`config.mk`:
```
export PLATFORM = sky130hd
export DESIGN_NAME = imem_loader
export DESIGN_NICKNAME = d
export VERILOG_FILES = /design/src/rtl/imem_loader_pkg.sv /design/src/rtl/imem_word_packer.sv /design/src/rtl/imem_loader.sv
export SDC_FILE = /design/constraint.sdc
export NUM_CORES = 1
export LEC_CHECK = 0
export CAP_MARGIN = 20
export CELL_PAD_IN_SITES_DETAIL_PLACEMENT = 0
export CELL_PAD_IN_SITES_GLOBAL_PLACEMENT = 1
export CORE_AREA = 2 2 124 126
export CTS_BUF_LIST = sky130_fd_sc_hd__clkbuf_16
export DETAILED_ROUTE_END_ITERATION = 10
export DIE_AREA = 0 0 126 128
export DONT_BUFFER_PORTS = 1
export MAX_ROUTING_LAYER = met4
export PLACE_DENSITY = 0.82
export SETUP_SLACK_MARGIN = 0.02
export SYNTH_ARGS = -nofsm -noshare
export SYNTH_HDL_FRONTEND = slang
export SYNTH_HIERARCHICAL = 1
export SYNTH_SLANG_ARGS = --single-unit
```
`constraint.sdc`:
```
create_clock -name CLK -period 2.5 [get_ports CLK]
set_input_delay 0.25 -clock CLK [delete_from_list [all_inputs] [get_ports CLK]]
set_output_delay 0.25 -clock CLK [all_outputs]
set_load 0.03 [all_outputs]
```
`src/rtl/imem_loader_pkg.sv`:
```
// imem_loader_pkg: shared definitions for the instruction-memory loader.
//   state_t    : loader FSM state encodings
//   LEN_W      : width of the word-count header and word index
//   WORD_BYTES : bytes per instruction word
//   csum_next  : running XOR checksum helper
package imem_loader_pkg;

  localparam int LEN_W      = 16;
  localparam int WORD_BYTES = 4;

  typedef enum logic [2:0] {
    ST_IDLE   = 3'd0,
    ST_LEN_LO = 3'd1,
    ST_LEN_HI = 3'd2,
    ST_DATA   = 3'd3,
    ST_CSUM   = 3'd4,
    ST_DONE   = 3'd5,
    ST_ERR    = 3'd6
  } state_t;

  // Running checksum over data bytes is a plain XOR.
  function automatic logic [7:0] csum_next(input logic [7:0] acc, input logic [7:0] b);
    return acc ^ b;
  endfunction

endpackage

```
`src/rtl/imem_word_packer.sv`:
```
// imem_word_packer: packs a little-endian byte stream into 32-bit words.
//   clk        : clock
//   rst_n      : synchronous active-low reset
//   clear      : synchronous clear, discards any partial word
//   byte_en    : accept byte_in this cycle
//   byte_in    : stream byte
//   lane       : index of the next byte within the current word
//   word_valid : registered one-cycle pulse, the cycle after the 4th byte
//   word       : registered packed word {b3,b2,b1,b0}
module imem_word_packer
  import imem_loader_pkg::*;
(
  input  logic        clk,
  input  logic        rst_n,
  input  logic        clear,
  input  logic        byte_en,
  input  logic [7:0]  byte_in,
  output logic [1:0]  lane,
  output logic        word_valid,
  output logic [31:0] word
);

  logic [1:0]  lane_r;
  logic [23:0] shift_r;
  logic        word_valid_r;
  logic [31:0] word_r;

  // Byte lane counter and shift register; completes a word on the last lane.
  always_ff @(posedge clk) begin
    if (!rst_n || clear) begin
      lane_r       <= 2'd0;
      shift_r      <= 24'd0;
      word_valid_r <= 1'b0;
      word_r       <= 32'd0;
    end else begin
      word_valid_r <= 1'b0;
      if (byte_en) begin
        if (lane_r == 2'(WORD_BYTES - 1)) begin
          // Newest byte is the most significant: little-endian packing.
          word_r       <= {byte_in, shift_r};
          word_valid_r <= 1'b1;
          lane_r       <= 2'd0;
          shift_r      <= 24'd0;
        end else begin
          shift_r <= {byte_in, shift_r[23:8]};
          lane_r  <= lane_r + 2'd1;
        end
      end
    end
  end

  assign lane       = lane_r;
  assign word_valid = word_valid_r;
  assign word       = word_r;

endmodule

```
`src/rtl/imem_loader.sv`:
```
// imem_loader: receives a program image as a byte stream (LEN_LO, LEN_HI,
// 4*N data bytes, optional CSUM) and writes it into instruction memory as
// little-endian 32-bit words while holding the CPU.
// Optional feature macro: IMEM_LOADER_CHECKSUM_EN (adds the trailing CSUM byte,
// XOR of all data bytes; mismatch ends in err).
// Ports:
//   CLK, Reset_L          : clock, synchronous active-low reset
//   start                 : pulse, starts a session from IDLE/DONE/ERR
//   byte_in, byte_valid   : stream byte and its valid
//   byte_ready            : loader accepts a byte (transfer = valid & ready)
//   wr_en, wr_addr, wr_data : instruction-memory write port
//   cpu_hold, busy        : high while a session is in progress
//   done, err             : sticky session outcome flags, cleared by start
module imem_loader
  import imem_loader_pkg::*;
#(
  parameter int          MEM_WORDS = 64,
  parameter logic [63:0] BASE_ADDR = 64'h0
) (
  input  logic        CLK,
  input  logic        Reset_L,
  input  logic        start,
  input  logic [7:0]  byte_in,
  input  logic        byte_valid,
  output logic        byte_ready,
  output logic        wr_en,
  output logic [63:0] wr_addr,
  output logic [31:0] wr_data,
  output logic        cpu_hold,
  output logic        busy,
  output logic        done,
  output logic        err
);

  localparam logic [LEN_W:0] MAX_N = (LEN_W + 1)'(MEM_WORDS);

  state_t           state_r;
  logic             byte_ready_r;
  logic             cpu_hold_r;
  logic             busy_r;
  logic             done_r;
  logic             err_r;
  logic             drain_r;
  logic [7:0]       len_lo_r;
  logic [LEN_W-1:0] n_r;
  logic [LEN_W-1:0] widx_r;
  logic [7:0]       csum_r;
  logic [63:0]      wr_addr_r;

  logic             start_go_s;
  logic             xfer_s;
  logic [LEN_W-1:0] n_s;
  logic             data_xfer_s;
  logic             word_end_s;
  logic             last_s;
  logic [1:0]       lane_s;

  assign start_go_s  = start & ((state_r == ST_IDLE) | (state_r == ST_DONE) | (state_r == ST_ERR));
  assign xfer_s      = byte_valid & byte_ready_r;
  assign n_s         = {byte_in, len_lo_r};
  assign data_xfer_s = xfer_s & (state_r == ST_DATA) & ~drain_r;
  assign word_end_s  = data_xfer_s & (lane_s == 2'(WORD_BYTES - 1));
  assign last_s      = word_end_s & (widx_r == (n_r - LEN_W'(1)));

  imem_word_packer u_packer (
    .clk        (CLK),
    .rst_n      (Reset_L),
    .clear      (start_go_s),
    .byte_en    (data_xfer_s),
    .byte_in    (byte_in),
    .lane       (lane_s),
    .word_valid (wr_en),
    .word       (wr_data)
  );

  // Session FSM with registered handshake, status and write-address outputs.
  always_ff @(posedge CLK) begin
    if (!Reset_L) begin
      state_r      <= ST_IDLE;
      byte_ready_r <= 1'b0;
      cpu_hold_r   <= 1'b0;
      busy_r       <= 1'b0;
      done_r       <= 1'b0;
      err_r        <= 1'b0;
      drain_r      <= 1'b0;
      len_lo_r     <= 8'd0;
      n_r          <= '0;
      widx_r       <= '0;
      csum_r       <= 8'd0;
      wr_addr_r    <= 64'd0;
    end else begin
      case (state_r)
        ST_IDLE, ST_DONE, ST_ERR: begin
          if (start_go_s) begin
            state_r      <= ST_LEN_LO;
            byte_ready_r <= 1'b1;
            cpu_hold_r   <= 1'b1;
            busy_r       <= 1'b1;
            done_r       <= 1'b0;
            err_r        <= 1'b0;
            drain_r      <= 1'b0;
            widx_r       <= '0;
            csum_r       <= 8'd0;
          end
        end
        ST_LEN_LO: begin
          if (xfer_s) begin
            len_lo_r <= byte_in;
            state_r  <= ST_LEN_HI;
          end
        end
        ST_LEN_HI: begin
          if (xfer_s) begin
            n_r <= n_s;
            if ({1'b0, n_s} > MAX_N) begin
              state_r      <= ST_ERR;
              err_r        <= 1'b1;
              byte_ready_r <= 1'b0;
              cpu_hold_r   <= 1'b0;
              busy_r       <= 1'b0;
            end else if (n_s == LEN_W'(0)) begin
`ifdef IMEM_LOADER_CHECKSUM_EN
              state_r <= ST_CSUM;
`else
              state_r      <= ST_DONE;
              done_r       <= 1'b1;
              byte_ready_r <= 1'b0;
              cpu_hold_r   <= 1'b0;
              busy_r       <= 1'b0;
`endif
            end else begin
              state_r <= ST_DATA;
            end
          end
        end
        ST_DATA: begin
          if (drain_r) begin
            // Final write cycle has just been presented; finish now.
            state_r    <= ST_DONE;
            done_r     <= 1'b1;
            drain_r    <= 1'b0;
            cpu_hold_r <= 1'b0;
            busy_r     <= 1'b0;
          end else if (data_xfer_s) begin
            csum_r <= csum_next(csum_r, byte_in);
            if (word_end_s) begin
              wr_addr_r <= BASE_ADDR + {{(64 - LEN_W - 2){1'b0}}, widx_r, 2'b00};
              widx_r    <= widx_r + LEN_W'(1);
            end
            if (last_s) begin
`ifdef IMEM_LOADER_CHECKSUM_EN
              state_r <= ST_CSUM;
`else
              drain_r      <= 1'b1;
              byte_ready_r <= 1'b0;
`endif
            end
          end
        end
        ST_CSUM: begin
          if (xfer_s) begin
            byte_ready_r <= 1'b0;
            cpu_hold_r   <= 1'b0;
            busy_r       <= 1'b0;
            if (byte_in == csum_r) begin
              state_r <= ST_DONE;
              done_r  <= 1'b1;
            end else begin
              state_r <= ST_ERR;
              err_r   <= 1'b1;
            end
          end
        end
        default: begin
          state_r      <= ST_IDLE;
          byte_ready_r <= 1'b0;
          cpu_hold_r   <= 1'b0;
          busy_r       <= 1'b0;
          drain_r      <= 1'b0;
        end
      endcase
    end
  end

  assign byte_ready = byte_ready_r;
  assign wr_addr    = wr_addr_r;
  assign cpu_hold   = cpu_hold_r;
  assign busy       = busy_r;
  assign done       = done_r;
  assign err        = err_r;

endmodule

```
Word-level counts from Yosys, hierarchy flattened
Index checks and enable logic that the tools add are counted.
- flip-flop bits (word level): 131
- bits of input ports: 12
- output and inout bits: 102
- word-level logic and storage cells: 127
- add/subtract/negate cells: 3
- order comparisons: 1
- equality and inequality tests: 24
- muxes and demuxes: 49
- bitwise logic cells: 13
- reductions and logical operators: 22
- operators by type and width (operator ; number):
    $mux 16 ; 4
    $pmux 16 s2 ; 1
    $ne 2x2->1 const B ; 13
    $mux 1 ; 24
    $mux 24 ; 1
    $mux 8 ; 3
    $mux 3 ; 7
    $add 16x1->16 const B ; 1
    $eq 16x16->1 ; 1
    $gt 16x7->1 const B ; 1
    $logic_not 16->1 ; 1
    $pmux 8 s2 ; 1
    $reduce_and 8->1 ; 2
    $sub 16x1->16 const B ; 1
    $pmux 3 s5 ; 1
    $reduce_and 6->1 ; 2
    $pmux 1 s5 ; 2
    $reduce_and 5->1 ; 2
    $eq 3x3->1 const B ; 3
    $eq 8x8->1 ; 1
    $reduce_and 2->1 ; 4
    $reduce_and 4->1 ; 2
    $xor 8x8->8 ; 1
    $and 1x1->1 ; 6
    other kinds (19) ; 27

Depth between registers and ports, before layout
- depth after elaboration: 9
- depth in mapped cells: 9
- gate-level depth less buffers: 9

Hierarchy
Netlist, hierarchy kept.
- modules (own cells, without submodules) (module ; instances ; cells each ; area each (sq um) ; seq. area each (sq um)):
    imem_loader ; 1 ; 506 ; 4270.3 ; 1441.4
    imem_word_packer ; 1 ; 266 ; 2660.1 ; 1181.1

Worst setup path after synthesis
Ideal clock, no wire load.
- path kind: register to register
- start: register byte_ready_r, in the netlist byte_ready
- end: register byte_ready_r, in the netlist byte_ready
- setup time: 127 ps
- data arrival time: 2049 ps
- path slack: 324 ps
- cell stages (with the launch flop): 9
- buffers on the path: 1
- cell sequence: dfxtp_1 > nand2_1 > nor4_1 > buf_4 > nand4_1 > nor4_1 > nand4_1 > nor4b_2 > o211ai_1
- cells in the longest elaborated chain, start to end: 7
- elaborated cells on any way between the ends: 10
- classes of those cells: eq/ne: 4; bitwise: 5; reduce/logical: 1
- RTL lines (what ; line ; source):
    from (decl) ; imem_loader.sv:38 ; logic byte_ready_r;
    from (signal assigned) ; imem_loader.sv:80 ; byte_ready_r <= 1'b0;
    from (signal assigned) ; imem_loader.sv:96 ; byte_ready_r <= 1'b1;
    from (signal assigned) ; imem_loader.sv:118 ; byte_ready_r <= 1'b0;
    $and 1x1->1 (*) ; imem_loader.sv:59 ; assign xfer_s = byte_valid & byte_ready_r;
    $and 1x1->1 (2 in a row) ; imem_loader.sv:61 ; assign data_xfer_s = xfer_s & (state_r == ST_DATA) & ~drain_r;
    $and 1x1->1 ; imem_loader.sv:62 ; assign word_end_s = data_xfer_s & (lane_s == 2'(WORD_BYTES - 1));
    $and 1x1->1 ; imem_loader.sv:63 ; assign last_s = word_end_s & (widx_r == (n_r - LEN_W'(1)));
    $ne 2x2->1 (no source line) ; -- ;
    $reduce_and 8->1 (no source line) (*) ; -- ;
Every way passes the cells marked *; elsewhere a longest branch is shown, timed or not.
A chain may end at the register's enable or synchronous reset.

Worst setup path after layout
- start: register n_r[0]
- end: register byte_ready_r, in the netlist byte_ready
- cells in the longest elaborated chain, start to end: 5
- RTL lines (what ; line ; source):
    from (decl) ; imem_loader.sv:45 ; logic [LEN_W-1:0] n_r;
    from (signal assigned) ; imem_loader.sv:114 ; n_r <= n_s;
    $sub 16x1->16 ; imem_loader.sv:63 ;
    $eq 16x16->1 ; imem_loader.sv:63 ;
    $and 1x1->1 ; imem_loader.sv:63 ;
    $ne 2x2->1 (no source line) ; -- ;
    $reduce_and 8->1 (no source line) ; -- ;
No other way between the ends.

==> out/qor.yml <==
setup_path:
  startpoint: "n_r[0]$_SDFFE_PN0P_"
  slowest_stage: "or4b_4"
  arrival_ns: 2.59
  worstPathRequired_ns: 2.80
  path_buf_inv: 1
  path_cells: "inv_1 > ha_1 > or4b_4 > nor3_2 > xnor2_1 > o21ai_0 > nand4_1 > nor4b_4 > o211ai_1"
  crit_path_end_kind: "flip-flop"
  path_class: "flip-flop to flip-flop"
  slowest_delay_ns: 0.52
  crit_fanout: 5
  r2r_start: "n_r[0]$_SDFFE_PN0P_"
  cp_top_family: "simple AND/OR/NAND/NOR gates"
  start_kind: "flip-flop"
timing:
  slew-limit-headroom: 0.337
  fin_skew_ns: 0.0108
  fmax_ghz: 0.437
  min_period_ns: 2.29
  tns_ns: 0
  worstMarginPinSlew_ns: 0.994
  final_hold_viol_count: 0
  finalCritPeriodShare: 0.915
  slew_viol_final: 0
  setup_viol: 0
  setup_slack_ns: 0.211
  rsz0062_at_grt: "false"
routing:
  ant_nets: 0
  wl_per_cell_um: 16.0
  route.met3.wl_um: 610
  wl_um: 15400
  vias: 5055
  routed.top_layer: "met4"
  dr_wl_met2_um: 7720
  drt-met1-wl_um: 6880
  first_pass_iters: 4
  avgViaCountPerCell: 5.25
  drt_iter0_drc: 327
  drcViolationCount: 0
power_and_ir_drop:
  seqPwrFrac: 0.377
  switching_share: 0.323
  p_switching_uw: 1930
  p_int_uw: 4050
  pwr-share-clk: 0.398
  pwr-share-comb: 0.225
  power_leakage_uw: 0.00266
  pwr_density_cell_nw_per_um2: 799
  peakVddDrop_mv: 0.538
clock_tree:
  clk_latency_ns: 0.42
  cts_tree: "done"
  cts_sinks: 131
  ctsLongestPathBuffers: 2
  cts-root-buf: "clkbuf_16"
  ctsHtreeMaxLevel: 4
  clkSlewWorstSetupHoldPaths_ns: 0.06
  cts_buffers: 17
floorplan:
  io_pins: 114
  core_area_sq_um: 14900
  start_util: 0.466
  rows: 45
  dieArea_sq_um: 16100
  dieWidth_um: 126
  chipHeight_um: 128
placement:
  routabilityCongestion: 0.850
  io_buffers: 0
  place_area_sq_um: 6820
  pre_cts_ws_ns: 0.191
  dp_hpwl_um: 10200
layout:
  final-seq-area_sq_um: 2620
  fin_util: 0.503
  area_growth_syn_to_layout_pct: 7.98
  antenna_cells: 0
  finalInstanceArea_sq_um: 7480
  multi_input_area_sq_um: 3790
  fillCellCount: 1398
  nNetsFinal: 778
  drive_gt1_frac: 0.130
synthesis:
  synth_top_area_share: 0.378
  synthArstFlopShare: 0
  synthFlopType: "dfxtp_1"
  ys_warn_count: 6
  synth.distinct_cells: 58
  syn_avg_cell_area_sq_um: 8.98
  synth_area_sq_um: 6930
  ys_ff_latch: 131
  seq_area_frac_synth: 0.378
  synthCells: 772
  synth_edf_count: 0
  yosys-top-cells-area: "dfxtp_1, mux2i_1, buf_4"
  yosysTopAreaCell: "dfxtp_1"
worst_hold_path:
  min_from: "byte_in[3]"
  hp-class: "primary input to flip-flop"
grt:
  grt_pass1_vias: 4921
  grt_first_pass_wirelength_um: 25200
  grt_max_degree: 73
  overflow: 0
  track_usage: 0.200
  grt_antenna_before_repair: 0
status:
  status: "complete, no violations"
job:
  cap_violations: 0
kinds of logic (layout without fill, tap and decap cells):
group / after synthesis / after routing / synth area share
multiplexers: 45 / 45 / 0.0650
AO/OA/AOI/OAI: 156 / 156 / 0.156
AND/OR/NAND/NOR: 275 / 275 / 0.225
buffers and inverters: 110 / 65 / 0.103
other: 1 / 48 / 0.000541
XOR/XNOR: 49 / 49 / 0.0619
adder cells (fa/ha/maj): 5 / 5 / 0.0101
flip-flops: 131 / 131 / 0.378
registers in the layout, indices dropped and copies added (netlist names):
signal,count
u_packer/word,32
u_packer/shift_r,24
n_r,16
widx_r,16
wr_addr,16
csum_r,8
len_lo_r,8
state_r,3
u_packer/lane,2
busy,1
byte_ready,1
done,1
drain_r,1
err,1
u_packer/word_valid,1
metal layers:
layer | up-vias | track usage
li1 | 2540 | -
met1 | 2399 | 0.239
met2 | 103 | 0.330
met3 | 13 | 0.0572
met4 | 0 | 0.0556
met5 | - | -
synth_stat cells, types with 20 or more instances:
cell type    n
buf_4       55
nand2b_1    31
nor2_1      72
a21oi_1     52
clkbuf_1    20
o21ai_0     30
xnor2_1     31
nand3_1     45
nand2_1     31
mux2i_1     45
dfxtp_1    131
through the flow:
step | power, uW | hold slack, ns | std cells
final | 5980 | 0.0216 | 962
after floorplan | 3410 | 0.397 | 819
after CTS | 6030 | 0.00149 | 962
after detailed placement | 3600 | 0.377 | 921
after global routing | 6280 | 0.00853 | 962
after global placement | 3590 | 0.377 | 921
placed cells by master (no fill, tap or decap), types with 18 or more instances in the layout:
| master | n |
|---|---|
| a21bo_1 | 18 |
| a21oi_1 | 52 |
| a21oi_2 | 18 |
| conb_1 | 48 |
| dfxtp_1 | 131 |
| mux2i_1 | 45 |
| nand2_1 | 31 |
| nand2b_1 | 30 |
| nand3_1 | 45 |
| nor2_1 | 72 |
| nor2b_1 | 18 |
| o21ai_0 | 30 |
| xnor2_1 | 31 |
| xor2_1 | 18 |
power by group through the flow:
stage | combinational (uW) | sequential (uW) | clock (uW)
2_1_floorplan | 1120 | 2290 | 0
3_3_place_gp | 1290 | 2300 | 0
3_5_place_dp | 1300 | 2300 | 0
4_1_cts | 1340 | 2260 | 2430
5_1_grt | 1470 | 2270 | 2530
6_report | 1340 | 2260 | 2380
what timing repair did:
item                                    4_1_cts  5_1_grt
hold buffers                                  9        0
resized for setup                             0        1
endpoints found under the hold margin        50        0
buffers inserted                              0        0
endpoints found under the setup margin        0        1
area by class of cell:
class | count | area share
Timing Repair Buffer | 22 | 0.0301
Inverter | 11 | 0.00552
Clock inverter | 15 | 0.0189
Sequential cell | 131 | 0.350
Clock buffer | 17 | 0.0568
Multi-Input combinational cell | 578 | 0.507
Tap cell | 188 | 0.0314
worst paths after layout:
path	slack, ns	depth (start not counted)	to
worst max-delay path	0.21	9	byte_ready$_SDFFE_PN0P_
worst min-delay path	0.02	2	len_lo_r[3]$_SDFFE_PN0P_
worst max register to register	0.21	9	byte_ready$_SDFFE_PN0P_
worst min register to register	0.47	2	u_packer/shift_r[6]$_SDFFE_PP0P_
(Power assumes the default switching activity.)
